File: src/rtl/fetch_pkg.sv
// Shared types and constants for the instruction-fetch front end.
package fetch_pkg;

    localparam int unsigned ADDR_W  = 64;
    localparam int unsigned INSTR_W = 32;

    // One queued fetch result: the instruction and the address it came from.
    typedef struct packed {
        logic [ADDR_W-1:0]  pc;
        logic [INSTR_W-1:0] instr;
    } fetch_entry_t;

    // Byte distance between consecutive sequential fetches.
    function automatic logic [ADDR_W-1:0] pc_step();
        return ADDR_W'(INSTR_W / 8);
    endfunction

endpackage

File: src/rtl/fetch_queue_unit_if.sv
// Fetch unit bus: instruction-memory request/return, redirect and decode handshake.
interface fetch_queue_unit_if #(
    parameter int unsigned DEPTH = 4
);
    import fetch_pkg::*;

    localparam int unsigned CNT_W = $clog2(DEPTH) + 1;

    logic               imem_req;
    logic [ADDR_W-1:0]  imem_addr;
    logic [INSTR_W-1:0] imem_rdata;
    logic               redirect_valid;
    logic [ADDR_W-1:0]  redirect_pc;
    logic               out_valid;
    logic               out_ready;
    logic [INSTR_W-1:0] out_instr;
    logic [ADDR_W-1:0]  out_pc;
    logic [CNT_W-1:0]   occupancy;

    // Fetch unit side.
    modport master (
        output imem_req, imem_addr, out_valid, out_instr, out_pc, occupancy,
        input  imem_rdata, redirect_valid, redirect_pc, out_ready
    );

    // Memory / branch unit / decode side.
    modport slave (
        input  imem_req, imem_addr, out_valid, out_instr, out_pc, occupancy,
        output imem_rdata, redirect_valid, redirect_pc, out_ready
    );

endinterface

File: src/rtl/fetch_fifo.sv
// Circular buffer of fetch entries with synchronous clear; head is read combinationally.
module fetch_fifo
    import fetch_pkg::*;
#(
    parameter int unsigned DEPTH = 4
) (
    input  logic                   clk,
    input  logic                   reset,
    input  logic                   push,
    input  fetch_entry_t           pushData,
    input  logic                   pop,
    input  logic                   clear,
    output fetch_entry_t           headData,
    output logic [$clog2(DEPTH):0] occupancy
);

    localparam int unsigned PTR_W = $clog2(DEPTH);

    fetch_entry_t     mem [DEPTH];
    logic [PTR_W-1:0] headPtr;
    logic [PTR_W-1:0] tailPtr;

    // Storage, pointers and count; clear drops everything, push+pop keeps count steady.
    always_ff @(posedge clk or negedge reset) begin
        if (!reset) begin
            headPtr   <= '0;
            tailPtr   <= '0;
            occupancy <= '0;
            for (int i = 0; i < DEPTH; i++) begin
                mem[i] <= '0;
            end
        end else if (clear) begin
            headPtr   <= '0;
            tailPtr   <= '0;
            occupancy <= '0;
        end else begin
            if (push) begin
                mem[tailPtr] <= pushData;
                tailPtr      <= tailPtr + PTR_W'(1);
            end
            if (pop) begin
                headPtr <= headPtr + PTR_W'(1);
            end
            case ({push, pop})
                2'b10:   occupancy <= occupancy + 1'b1;
                2'b01:   occupancy <= occupancy - 1'b1;
                default: occupancy <= occupancy;
            endcase
        end
    end

    assign headData = mem[headPtr];

endmodule

File: src/rtl/fetch_queue_unit.sv
// Instruction-fetch front end: PC, one-deep in-flight tracking, credit check, redirect.
module fetch_queue_unit
    import fetch_pkg::*;
#(
    parameter int unsigned      DEPTH    = 4,
    parameter logic [ADDR_W-1:0] RESET_PC = '0
) (
    input  logic               clk,
    input  logic               reset,
    fetch_queue_unit_if.master bus
);

    localparam int unsigned CNT_W = $clog2(DEPTH) + 1;

    logic [ADDR_W-1:0] fetchPc;
    logic [ADDR_W-1:0] inflightPc;
    logic              inflight;
    logic              pop;
    logic              push;
    logic              creditOk;
    logic [CNT_W:0]    pending;
    logic [CNT_W-1:0]  count;
    fetch_entry_t      headEntry;
    fetch_entry_t      pushEntry;

    assign pop = (count != '0) & bus.out_ready;

    // Same-cycle pop frees a slot, which is what lets DEPTH=2 stream at full rate.
    assign pending  = {1'b0, count} + {{CNT_W{1'b0}}, inflight} - {{CNT_W{1'b0}}, pop};
    assign creditOk = pending < (CNT_W + 1)'(DEPTH);

    // Request generation; redirect bypasses the credit check since the queue is flushed.
    always_comb begin
        bus.imem_req  = 1'b0;
        bus.imem_addr = fetchPc;
        if (reset) begin
            if (bus.redirect_valid) begin
                bus.imem_req  = 1'b1;
                bus.imem_addr = bus.redirect_pc;
            end else if (creditOk) begin
                bus.imem_req = 1'b1;
            end
        end
    end

    // PC and in-flight tracking.
    always_ff @(posedge clk or negedge reset) begin
        if (!reset) begin
            fetchPc    <= RESET_PC;
            inflight   <= 1'b0;
            inflightPc <= '0;
        end else if (bus.redirect_valid) begin
            fetchPc    <= bus.redirect_pc + pc_step();
            inflight   <= 1'b1;
            inflightPc <= bus.redirect_pc;
        end else if (creditOk) begin
            fetchPc    <= fetchPc + pc_step();
            inflight   <= 1'b1;
            inflightPc <= fetchPc;
        end else begin
            inflight <= 1'b0;
        end
    end

    // A return arriving alongside a redirect belongs to the abandoned path.
    assign push      = inflight & ~bus.redirect_valid;
    assign pushEntry = '{pc: inflightPc, instr: bus.imem_rdata};

    fetch_fifo #(
        .DEPTH(DEPTH)
    ) queue (
        .clk      (clk),
        .reset    (reset),
        .push     (push),
        .pushData (pushEntry),
        .pop      (pop),
        .clear    (bus.redirect_valid),
        .headData (headEntry),
        .occupancy(count)
    );

    assign bus.out_valid = count != '0;
    assign bus.out_pc    = headEntry.pc;
    assign bus.out_instr = headEntry.instr;
    assign bus.occupancy = count;

endmodule
File: src/flat_wrapper.sv
// flat-port wrapper written by rule: the top's interface ports become plain ports
module fetch_queue_unit_flat import fetch_pkg::*;
#(
    parameter int unsigned      DEPTH    = 4,
    parameter logic [ADDR_W-1:0] RESET_PC = '0
)
  (clk, reset, bus_imem_req, bus_imem_addr, bus_out_valid, bus_out_instr, bus_out_pc, bus_occupancy, bus_imem_rdata, bus_redirect_valid, bus_redirect_pc, bus_out_ready);
  fetch_queue_unit_if #(.DEPTH(DEPTH)) bus_i ();
  input  logic clk;
  input  logic reset;
  output wire logic [$bits(bus_i.imem_req)-1:0] bus_imem_req;
  output wire logic [$bits(bus_i.imem_addr)-1:0] bus_imem_addr;
  output wire logic [$bits(bus_i.out_valid)-1:0] bus_out_valid;
  output wire logic [$bits(bus_i.out_instr)-1:0] bus_out_instr;
  output wire logic [$bits(bus_i.out_pc)-1:0] bus_out_pc;
  output wire logic [$bits(bus_i.occupancy)-1:0] bus_occupancy;
  input wire logic [$bits(bus_i.imem_rdata)-1:0] bus_imem_rdata;
  input wire logic [$bits(bus_i.redirect_valid)-1:0] bus_redirect_valid;
  input wire logic [$bits(bus_i.redirect_pc)-1:0] bus_redirect_pc;
  input wire logic [$bits(bus_i.out_ready)-1:0] bus_out_ready;
  assign bus_imem_req = bus_i.imem_req;
  assign bus_imem_addr = bus_i.imem_addr;
  assign bus_out_valid = bus_i.out_valid;
  assign bus_out_instr = bus_i.out_instr;
  assign bus_out_pc = bus_i.out_pc;
  assign bus_occupancy = bus_i.occupancy;
  assign bus_i.imem_rdata = bus_imem_rdata;
  assign bus_i.redirect_valid = bus_redirect_valid;
  assign bus_i.redirect_pc = bus_redirect_pc;
  assign bus_i.out_ready = bus_out_ready;
  fetch_queue_unit #(.DEPTH(DEPTH), .RESET_PC(RESET_PC)) u_core (.clk(clk), .reset(reset), .bus(bus_i));
endmodule
File: config.mk
export PLATFORM = sky130hd
export DESIGN_NAME = fetch_queue_unit_flat
export DESIGN_NICKNAME = d
export VERILOG_FILES = /design/src/rtl/fetch_pkg.sv /design/src/rtl/fetch_queue_unit_if.sv /design/src/rtl/fetch_fifo.sv /design/src/rtl/fetch_queue_unit.sv /design/src/flat_wrapper.sv
export SDC_FILE = /design/constraint.sdc
export NUM_CORES = 1
export LEC_CHECK = 0
export BUFFER_PORTS_ARGS = -buffer_cell sky130_fd_sc_hd__buf_4
export CAP_MARGIN = 20
export CORE_MARGIN = 2
export CORE_UTILIZATION = 50
export DETAILED_ROUTE_END_ITERATION = 8
export MAX_ROUTING_LAYER = met4
export PLACE_DENSITY = 0.69
export SYNTH_ARGS = -nofsm -noshare
export SYNTH_HDL_FRONTEND = slang
export SYNTH_SLANG_ARGS = --single-unit
File: constraint.sdc
create_clock -name clk -period 6.2 [get_ports clk]
set_input_delay 0.93 -clock clk [delete_from_list [all_inputs] [get_ports clk]]
set_output_delay 0.93 -clock clk [all_outputs]
set_load 0.01 [all_outputs]
[Yosys cells after proc, flatten, opt, wreduce, memory -nomap -nowiden]
Index checks and enable logic that the tools add are counted.
Storage, ports and cells
  logic and storage cells: 61
  input port bits: 100
  output and inout bits: 165
  flip-flop bits (word level): 520
Cells by class
  add/sub/neg operators: 8
  reductions and logical operators: 7
  equality and inequality tests: 2
  $lt $le $gt $ge: 4
  bitwise logic cells: 5
  muxes and demuxes: 21
Operators by type and width (number)
  bitwise mux 384 bit: 1
  two-way mux 64 bit: 6
  two-way mux 96 bit: 3
  binary-select mux 96 bit (select 2 bit): 1
  demux 96 bit (select 2 bit): 1
  adder 64 x 3 -> 64 bit (second input constant): 2
  two-way mux 2 bit: 4
  >= comparator 3 bit (second input constant): 2
  NOT 2 -> 3 bit: 2
  case mux 3 bit (2 select lines): 1
  nonzero test 2 bit: 3
  nonzero test 3 bit: 2
  adder 2 x 1 -> 2 bit (second input constant): 2
  adder 3 x 1 -> 4 bit: 1
  less-than comparator 4 x 3 -> 1 bit (second input constant): 1
  subtractor 4 x 1 -> 4 bit: 1
  adder 3 x 1 -> 3 bit (second input constant): 1
  less-than comparator 3 x 1 -> 1 bit (second input constant): 1
  two-way mux 1 bit: 3
  two-way mux 3 bit: 1
  subtractor 3 x 1 -> 3 bit (second input constant): 1
  AND 1 bit: 2
  equality test 2 x 1 -> 1 bit (second input constant): 1
  equality test 2 bit (second input constant): 1
  3 further kinds: 3

[Depth between registers and ports, before layout]
Gate-level depths: netlist (run 1).
  depth after elaboration: 7
  depth in mapped cells: 18
  depth with buffers taken out: 12

[Hierarchy]
A second synthesis (run 1) with hierarchy kept.
Unflattened totals
  cells, all modules: 1977
  area total of the unflattened synthesis: 26654.3 µm²
Modules (own cells, without submodules)
  fetch_fifo: cells each 968, area an instance 17595.6 µm², instances 1, sequential area each 9784.4 µm²
  fetch_queue_unit: cells each 1009, area an instance 9058.7 µm², instances 1, sequential area each 3228.1 µm²

[Least setup slack after synthesis (run 1)]
No wires, ideal clock.
  path type: in2reg
  start: in bus_redirect_valid
  end: reg u_core.fetchPc[56]
  stages on the path: 16
  data required time: 6056 ps
  path buffers: 7
  path slack: 1630 ps
  arrival time: 4426 ps
  setup time: 144 ps
  path through: buf_2 buf_2 buf_2 buf_2 clkbuf_1 clkbuf_1 buf_2 mux2i_1 inv_1 ha_1 a21boi_1 nand4_1 nor4_1 nand4_1 xor2_1 mux2i_1
Between the ends
  cells in the longest elaborated chain, start to end: 1
  elaborated cells between the ends (all ways): 2
  those cells by class: mux: 1; reduce/logical: 1
Ends and longest elaborated chain
  from (decl): line flat_wrapper.sv:18  | input wire logic [$bits(bus_i.redirect_valid)-1:0] bus_redirect_valid;
  two-way mux 64 bit or nonzero test 2 bit (tied branches)
  to (signal assigned): line fetch_queue_unit.sv:53  | fetchPc <= bus.redirect_pc + pc_step();
  to (signal assigned): line fetch_queue_unit.sv:57  | fetchPc <= fetchPc + pc_step();
  to (decl): line fetch_queue_unit.sv:15  | logic [ADDR_W-1:0] fetchPc;
Several ways; a longest one is shown, not always the timed one.
A chain may end at the register's enable or synchronous reset.

[Final worst setup path (run 1)]
  start: reg u_core.queue.occupancy[0]
  end: out bus_imem_req
Between the ends
  cells in the longest elaborated chain, start to end: 7
  elaborated cells between the ends (all ways): 8
  those cells by class: add/sub: 2; order compare: 1; mux: 3; bitwise: 1; reduce/logical: 1
Ends and longest elaborated chain
  from (decl): line fetch_fifo.sv:14  | output logic [$clog2(DEPTH):0] occupancy
  from (signal assigned): line fetch_fifo.sv:45  | 2'b10: occupancy <= occupancy + 1'b1;
  from (signal assigned): line fetch_fifo.sv:46  | 2'b01: occupancy <= occupancy - 1'b1;
  from (signal assigned): line fetch_fifo.sv:47  | default: occupancy <= occupancy;
  parallel branches: the longest is 2 deep, another holds adder 3 x 1 -> 4 bit
  subtractor 4 x 1 -> 4 bit (*): line fetch_queue_unit.sv:29  | assign pending = {1'b0, count} + {{CNT_W{1'b0}}, inflight} - {{CNT_W{1'b0}}, pop};
  less-than comparator 4 x 3 -> 1 bit (*): line fetch_queue_unit.sv:30  | assign creditOk = pending < (CNT_W + 1)'(DEPTH);
  two-way mux 1 bit (*): line fetch_queue_unit.sv:40  | end else if (creditOk) begin
  two-way mux 1 bit (*): line fetch_queue_unit.sv:37  | if (bus.redirect_valid) begin
  two-way mux 1 bit (*): line fetch_queue_unit.sv:36  | if (reset) begin
  to (decl): line flat_wrapper.sv:11  | output wire logic [$bits(bus_i.imem_req)-1:0] bus_imem_req;
Every way passes the cells marked *.

==> impl_metrics.py, run 1 <==
metrics = {
    "drt": {
        "ant_nets": 0,
        "dr_wl_met2_um": 30800,
        "num_vias": 17100,
        "firstDrtPassIters": 8,
        "top_layer_used": "met4",
        "wl_met3_um": 3000,
        "drc": 0,
        "first_iter_violations": 1388,
        "wirelength_um": 64400,
        "wl_per_cell_um": 21.9,
        "wl_met1_um": 29000,
        "viasPerCell": 5.82,
    },
    "floorplan": {
        "die_x_um": 231,
        "start_util_pct": 50.5,
        "rows": 83,
        "core_area_um2": 51200,
        "fp.dieH_um": 231,
        "pin_count": 265,
        "die_area_um2": 53600,
    },
    "critical_path": {
        "crit_chain": "or3_1 > nand2_1 > inv_1 > ha_1 > inv_1 > ha_1 > a31oi_1 > mux2_2 > buf_4 > nor2_1 > inv_1 > and2_1 > buf_4",
        "crit_path_max_incr_delay_ns": 0.46,
        "cp-start-kind": "register",
        "rr_worst_depth": 13,
        "cp_common_cell": "inv_1",
        "path_class": "reg -> out",
        "slowest_stage": "dfrtp_1",
        "cp-end-kind": "output pin",
        "cp_max_fo": 30,
        "arrival_ns": 4.13,
        "worstPathRequired_ns": 5.27,
    },
    "timing": {
        "final_max_slew_viol_count": 0,
        "rsz0062_at_grt": "false",
        "finalSetupViolCount": 0,
        "period_needed_ns": 5.06,
        "worstMarginPinSlew_ns": 1.10,
        "post-route-period-util_pct": 81.6,
        "fmax_mhz": 198,
        "fin_tns_setup_ns": 0,
        "skew_ns": 0.0139,
        "slew-limit-headroom_pct": 27.0,
        "whs_ns": 0.250,
        "hold_violations": 0,
    },
    "power_and_ir_drop": {
        "ir_worst_vdd_v": 0.000249,
        "leakagePower_nw": 13.1,
        "p_per_area_nw_per_um2": 494,
    },
    "logic_synthesis": {
        "synth_area_um2": 25900,
        "synth.top_cell.area_share_pct": 50.3,
        "synth_area_leaders": "dfrtp_1, mux2_2, mux4_2, mux2i_1, xnor2_1",
        "netlist_instances": 1999,
        "synth.most_common_cell": "dfrtp_1",
        "ys_top_cells_by_count": "dfrtp_1, mux2_2, nand2_1, mux2i_1, mux4_2",
        "synthArstFlopShare_pct": 100,
        "synth_ff_type": "dfrtp_1",
        "synth-seq-cells": 520,
        "syn-num-nets": 2108,
        "synth_area_leader_cell": "dfrtp_1",
        "ys_types": 49,
        "synth_seq_area_share_pct": 50.3,
        "avgSynthCellArea_um2": 12.9,
        "synth_edf_count": 0,
        "ys_warn_count": 0,
    },
    "grt": {
        "grt_pass1_vias": 17900,
        "antenna_found_initial": 0,
        "grt_pass1_wl_um": 103000,
        "gr-total-overflow": 0,
        "grt_max_degree": 185,
        "grt_use_total_pct": 25.2,
    },
    "clock_tree": {
        "htree_levels": 2,
        "cts_made_buffers": 56,
        "clock_sinks": 520,
        "insertion_delay_ns": 0.60,
        "cts_setup_buffers": 0,
        "root_buffer": "clkbuf_16",
        "cts_tree": "built",
        "cts_hold_buffers": 0,
        "post_cts_resized": 0,
        "clock_path_buffers": 3,
        "cts.clk_slew.worst_paths_ns": 0.06,
    },
    "finish": {
        "fin_nets": 2325,
        "drive_above_1_share_pct": 41.6,
        "diodes": 0,
        "area_growth_pct": 17.7,
    },
    "placement": {
        "portBuffers": 264,
        "routabilityCongestion": 0.890,
        "dp_hpwl_um": 42500,
    },
    "min_path": {
        "hold_path_class": "in -> async",
    },
    "outcome": {
        "status": "complete, no violations",
    },
    "run": {
        "cap_violations": 0,
    },
}
[through the flow]
| stage | instances | worst slack [ns] | util [%] | power (W) | area [µm²] |
|---|---|---|---|---|---|
| after floorplan | 1999 | 1.63 | - | 0.00939 | 25900 |
| after global routing | 2940 | 0.851 | 59.5 | 0.0159 | 30400 |
| final | 2940 | 1.14 | 59.5 | 0.0150 | 30400 |
| after global placement | 2838 | 1.65 | 55.7 | 0.0114 | 28500 |
| after detailed placement | 2838 | 1.58 | 55.7 | 0.0117 | 28500 |
| after CTS | 2940 | 1.11 | 59.5 | 0.0152 | 30400 |
[critical path, delay by kind of cell, from the launching register on]
family | cells | cell delay (ns)
flip-flops | 1 | 0.46
multiplexers | 1 | 0.38
buffers and inverters | 5 | 0.85
AO/OA/AOI/OAI | 1 | 0.38
AND/OR/NAND/NOR | 4 | 1.03
adder cells (fa/ha/maj) | 2 | 0.43
[placed cells by master (no fill, tap or decap), types with 9 or more instances in the layout]
cell	netlist	routed
clkbuf_16	0	57
o21ai_0	81	81
nor2_1	69	69
nand4_1	12	12
inv_1	17	17
xnor2_1	71	71
clkinv_2	0	14
nand3_1	81	81
mux2i_1	98	97
mux4_2	96	96
buf_4	0	278
nand2_1	144	139
mux2_2	448	448
nor4_1	9	9
a21oi_1	29	29
clkbuf_1	64	9
a22oi_1	17	17
dfrtp_1	520	518
xor2_1	51	51
and2_1	9	9
nand3b_1	36	36
nor3_1	18	18
clkbuf_8	0	13
[flip-flops by register name, indices dropped and copies added (netlist names)]
register / cells
u_core.queue.mem: 384
u_core.fetchPc: 64
u_core.inflight: 1
u_core.queue.headPtr: 2
u_core.queue.occupancy: 3
u_core.inflightPc: 64
u_core.queue.tailPtr: 2
[cell families (layout without fill, tap and decap cells)]
family	after synthesis	in the layout	share of synthesized area, %
buffers and inverters	145	406	2.17
AO/OA/AOI/OAI	148	148	3.26
adder cells (fa/ha/maj)	9	9	0.464
XOR/XNOR	122	122	4.13
flip-flops	520	520	50.3
multiplexers	642	642	31.7
AND/OR/NAND/NOR	413	413	8.02
[path summary, 6_finish.rpt]
path                                         end  slack (ns)                 startpoint
setup / recovery                    bus_imem_req        1.14  u_core.queue.occupancy[0]
hold / removal             u_core.queue.mem[215]        0.25                      reset
setup reg to reg              u_core.fetchPc[20]        2.30  u_core.queue.occupancy[0]
hold reg to reg            u_core.queue.mem[114]        0.50      u_core.queue.mem[114]
max in group asynchronous  u_core.inflightPc[16]        3.78                      reset
min in group clk           u_core.queue.mem[114]        0.50      u_core.queue.mem[114]
[area by class of cell]
class                           instances  area [µm²]
Clock buffer                           79        1640
Clock inverter                         23         274
Fill cell                            4029       20800
Inverter                               17        63.8
Multi-Input combinational cell       1334       12300
Sequential cell                       520       13000
Tap cell                              680         851
Timing Repair Buffer                  287        2260
[report_power, final]
part | internal, W | switching [W]
clock | 0.00208 | 0.00138
combinational | 0.00323 | 0.00249
sequential | 0.00485 | 0.00101
[per-layer routing]
layer	global-route usage [%]	vias to the layer above
met1	34.9	8849
li1	-	7687
met5	-	-
met4	7.50	0
met3	3.20	108
met2	39.3	467
(Power assumes the default switching activity.)
==> run 2, diff against run 1 <==
clock period = 4.7 ns   (was 6.2 ns; I/O delays follow)
==> impl_metrics.py, run 2 (synthesis gave the netlist of run 1 again) <==
metrics = {
    "critical_path": {
        "cp-start-kind": "register",
        "r2r_start": "u_core.queue.occupancy[0]",
        "crit_chain": "or3_1 > nand2_1 > inv_1 > ha_1 > inv_1 > ha_1 > a31oi_2 > mux2_2 > nor2_1 > inv_2 > and2_1 > buf_4",
        "slowest_stage": "dfrtp_1",
        "cp-end-kind": "output pin",
        "r2r-end": "u_core.fetchPc[54]",
        "reg2reg_slack_ns": 0.97,
        "cp_top_family": "simple AND/OR/NAND/NOR gates",
        "cp_max_fo": 14,
        "path_buf_inv": 4,
        "worst-path-stages": 12,
        "crit_path_max_incr_delay_ns": 0.47,
        "rr_worst_depth": 12,
        "worstPathRequired_ns": 3.99,
        "path_class": "reg -> out",
        "arrival_ns": 3.74,
    },
    "clock_tree": {
        "clock_path_buffers": 3,
        "htree_levels": 2,
        "cts.clk_slew.worst_paths_ns": 0.06,
        "cts_setup_buffers": 0,
        "cts_tree": "built",
        "cts_made_buffers": 56,
        "root_buffer": "clkbuf_16",
        "clock_sinks": 520,
        "insertion_delay_ns": 0.62,
    },
    "timing": {
        "fmax_mhz": 225,
        "period_needed_ns": 4.44,
        "final_max_slew_viol_count": 0,
        "post-route-period-util_pct": 94.5,
        "finalSetupViolCount": 0,
        "skew_ns": 0.0114,
        "slew-limit-headroom_pct": 40.0,
        "fin_tns_setup_ns": 0,
        "rsz0062_at_grt": "false",
        "postLayoutSetupSlackWorst_ns": 0.256,
        "hold_violations": 0,
        "worstMarginPinSlew_ns": 0.899,
    },
    "finish": {
        "area_growth_pct": 17.9,
        "largest-register": "u_core.queue.mem",
        "layout_common_cells": "dfrtp_1, mux2_2, buf_4",
        "fin_nets": 2346,
        "reg_top3": "u_core.queue.mem: 384 flops, u_core.fetchPc: 64 flops, u_core.inflightPc: 64 flops",
        "drive_above_1_share_pct": 41.7,
        "final_common_cell": "dfrtp_1",
        "largest_reg_flops": 384,
        "diodes": 0,
    },
    "drt": {
        "num_vias": 17200,
        "dr_wl_met2_um": 30800,
        "wl_per_cell_um": 22.0,
        "viasPerCell": 5.83,
        "first_iter_violations": 1362,
        "top_layer_used": "met4",
        "wirelength_um": 65100,
        "ant_nets": 0,
        "firstDrtPassIters": 6,
        "wl_met3_um": 2940,
        "drc": 0,
        "wl_met1_um": 30000,
    },
    "grt": {
        "grt_pass1_wl_um": 103000,
        "antenna_found_initial": 0,
        "grt_pass1_vias": 17700,
        "grt_max_degree": 165,
        "grt_use_total_pct": 25.2,
        "gr-total-overflow": 0,
    },
    "floorplan": {
        "fp.dieH_um": 231,
        "die_area_um2": 53600,
        "pin_count": 265,
        "rows": 83,
        "start_util_pct": 50.5,
        "die_x_um": 231,
        "core_area_um2": 51200,
    },
    "placement": {
        "place_ws_ns": 0.790,
        "routabilityCongestion": 0.870,
        "dp_hpwl_um": 43400,
        "portBuffers": 264,
    },
    "min_path": {
        "whs_path_depth": 3,
        "hp-start": "bus_redirect_pc[63]",
        "whs_endpoint": "u_core.inflightPc[63]",
        "hold_path_class": "in -> reg",
    },
    "power_and_ir_drop": {
        "leakagePower_nw": 13.2,
        "p_per_area_nw_per_um2": 646,
        "ir_worst_vdd_v": 0.000290,
    },
    "run": {
        "cap_violations": 0,
    },
    "outcome": {
        "status": "complete, no violations",
    },
}
## run 2: changes by cell type in the layout (fill, tap and decap cells not counted), moves of 2 or more
cell / before / now
clkinv_4: 0 / 2
clkinvlp_4: 2 / 0
buf_12: 7 / 5
clkbuf_8: 13 / 7
buf_4: 278 / 299
clkbuf_1: 9 / 19
clkinv_2: 14 / 5
## run 2: timing repair
item	in CTS	in global routing
hold endpoints to repair	37	0
setup endpoints to repair	0	1
gates resized for setup	0	2
hold buffers	1	0
## run 2: how the worst max path moves through the flow
stage                    endpoint                       from
3_3_place_gp   u_core.fetchPc[54]         bus_redirect_valid
2_1_floorplan  u_core.fetchPc[56]         bus_redirect_valid
6_report             bus_imem_req  u_core.queue.occupancy[0]
5_1_grt              bus_imem_req  u_core.queue.occupancy[0]
3_5_place_dp   u_core.fetchPc[54]         bus_redirect_valid
4_1_cts              bus_imem_req  u_core.queue.occupancy[0]
## run 2: worst reg2reg max path, cell delays in order (launching register included)
cell and delay [ns]:
dfrtp_1 0.47, or3_1 0.41, nand2_1 0.13, inv_1 0.12, ha_1 0.21, inv_1 0.06
ha_1 0.23, a31oi_2 0.32, mux2i_4 0.70, buf_4 0.53, nor4_1 0.15, xnor2_1 0.19
mux2i_1 0.09
## run 2: per-stage QoR
stage / std cells / util (%) / hold slack, ns / area (µm²) / power (W)
finish: 2956 / 59.6 / 0.332 / 30500 / 0.0197
global route: 2956 / 59.6 / 0.322 / 30500 / 0.0208
CTS: 2955 / 59.5 / 0.307 / 30500 / 0.0199
detailed placement: 2857 / 56.0 / 0.487 / 28600 / 0.0154
global placement: 2857 / 56.0 / 0.481 / 28600 / 0.0151
floorplan: 1999 / - / 0.409 / 25900 / 0.0124
## run 2: routing by layer
metal  track usage, %  vias up
li1                 -     7750
met1             35.6     8939
met2             38.9      451
met3             3.48      104
met4             6.29        0
met5                -        -
## run 2: layout make-up
class | count | area, µm²
Sequential cell | 520 | 13000
Timing Repair Buffer | 308 | 2410
Clock buffer | 82 | 1570
Inverter | 17 | 63.8
Clock inverter | 15 | 238
Multi-Input combinational cell | 1334 | 12300
Fill cell | 4105 | 20700
Tap cell | 680 | 851
## run 2: power breakdown
group          switching, W  internal [W]  leakage [nW]
logic               0.00333       0.00426          5.98
registers           0.00131       0.00639          6.31
clock network       0.00182       0.00258         0.883
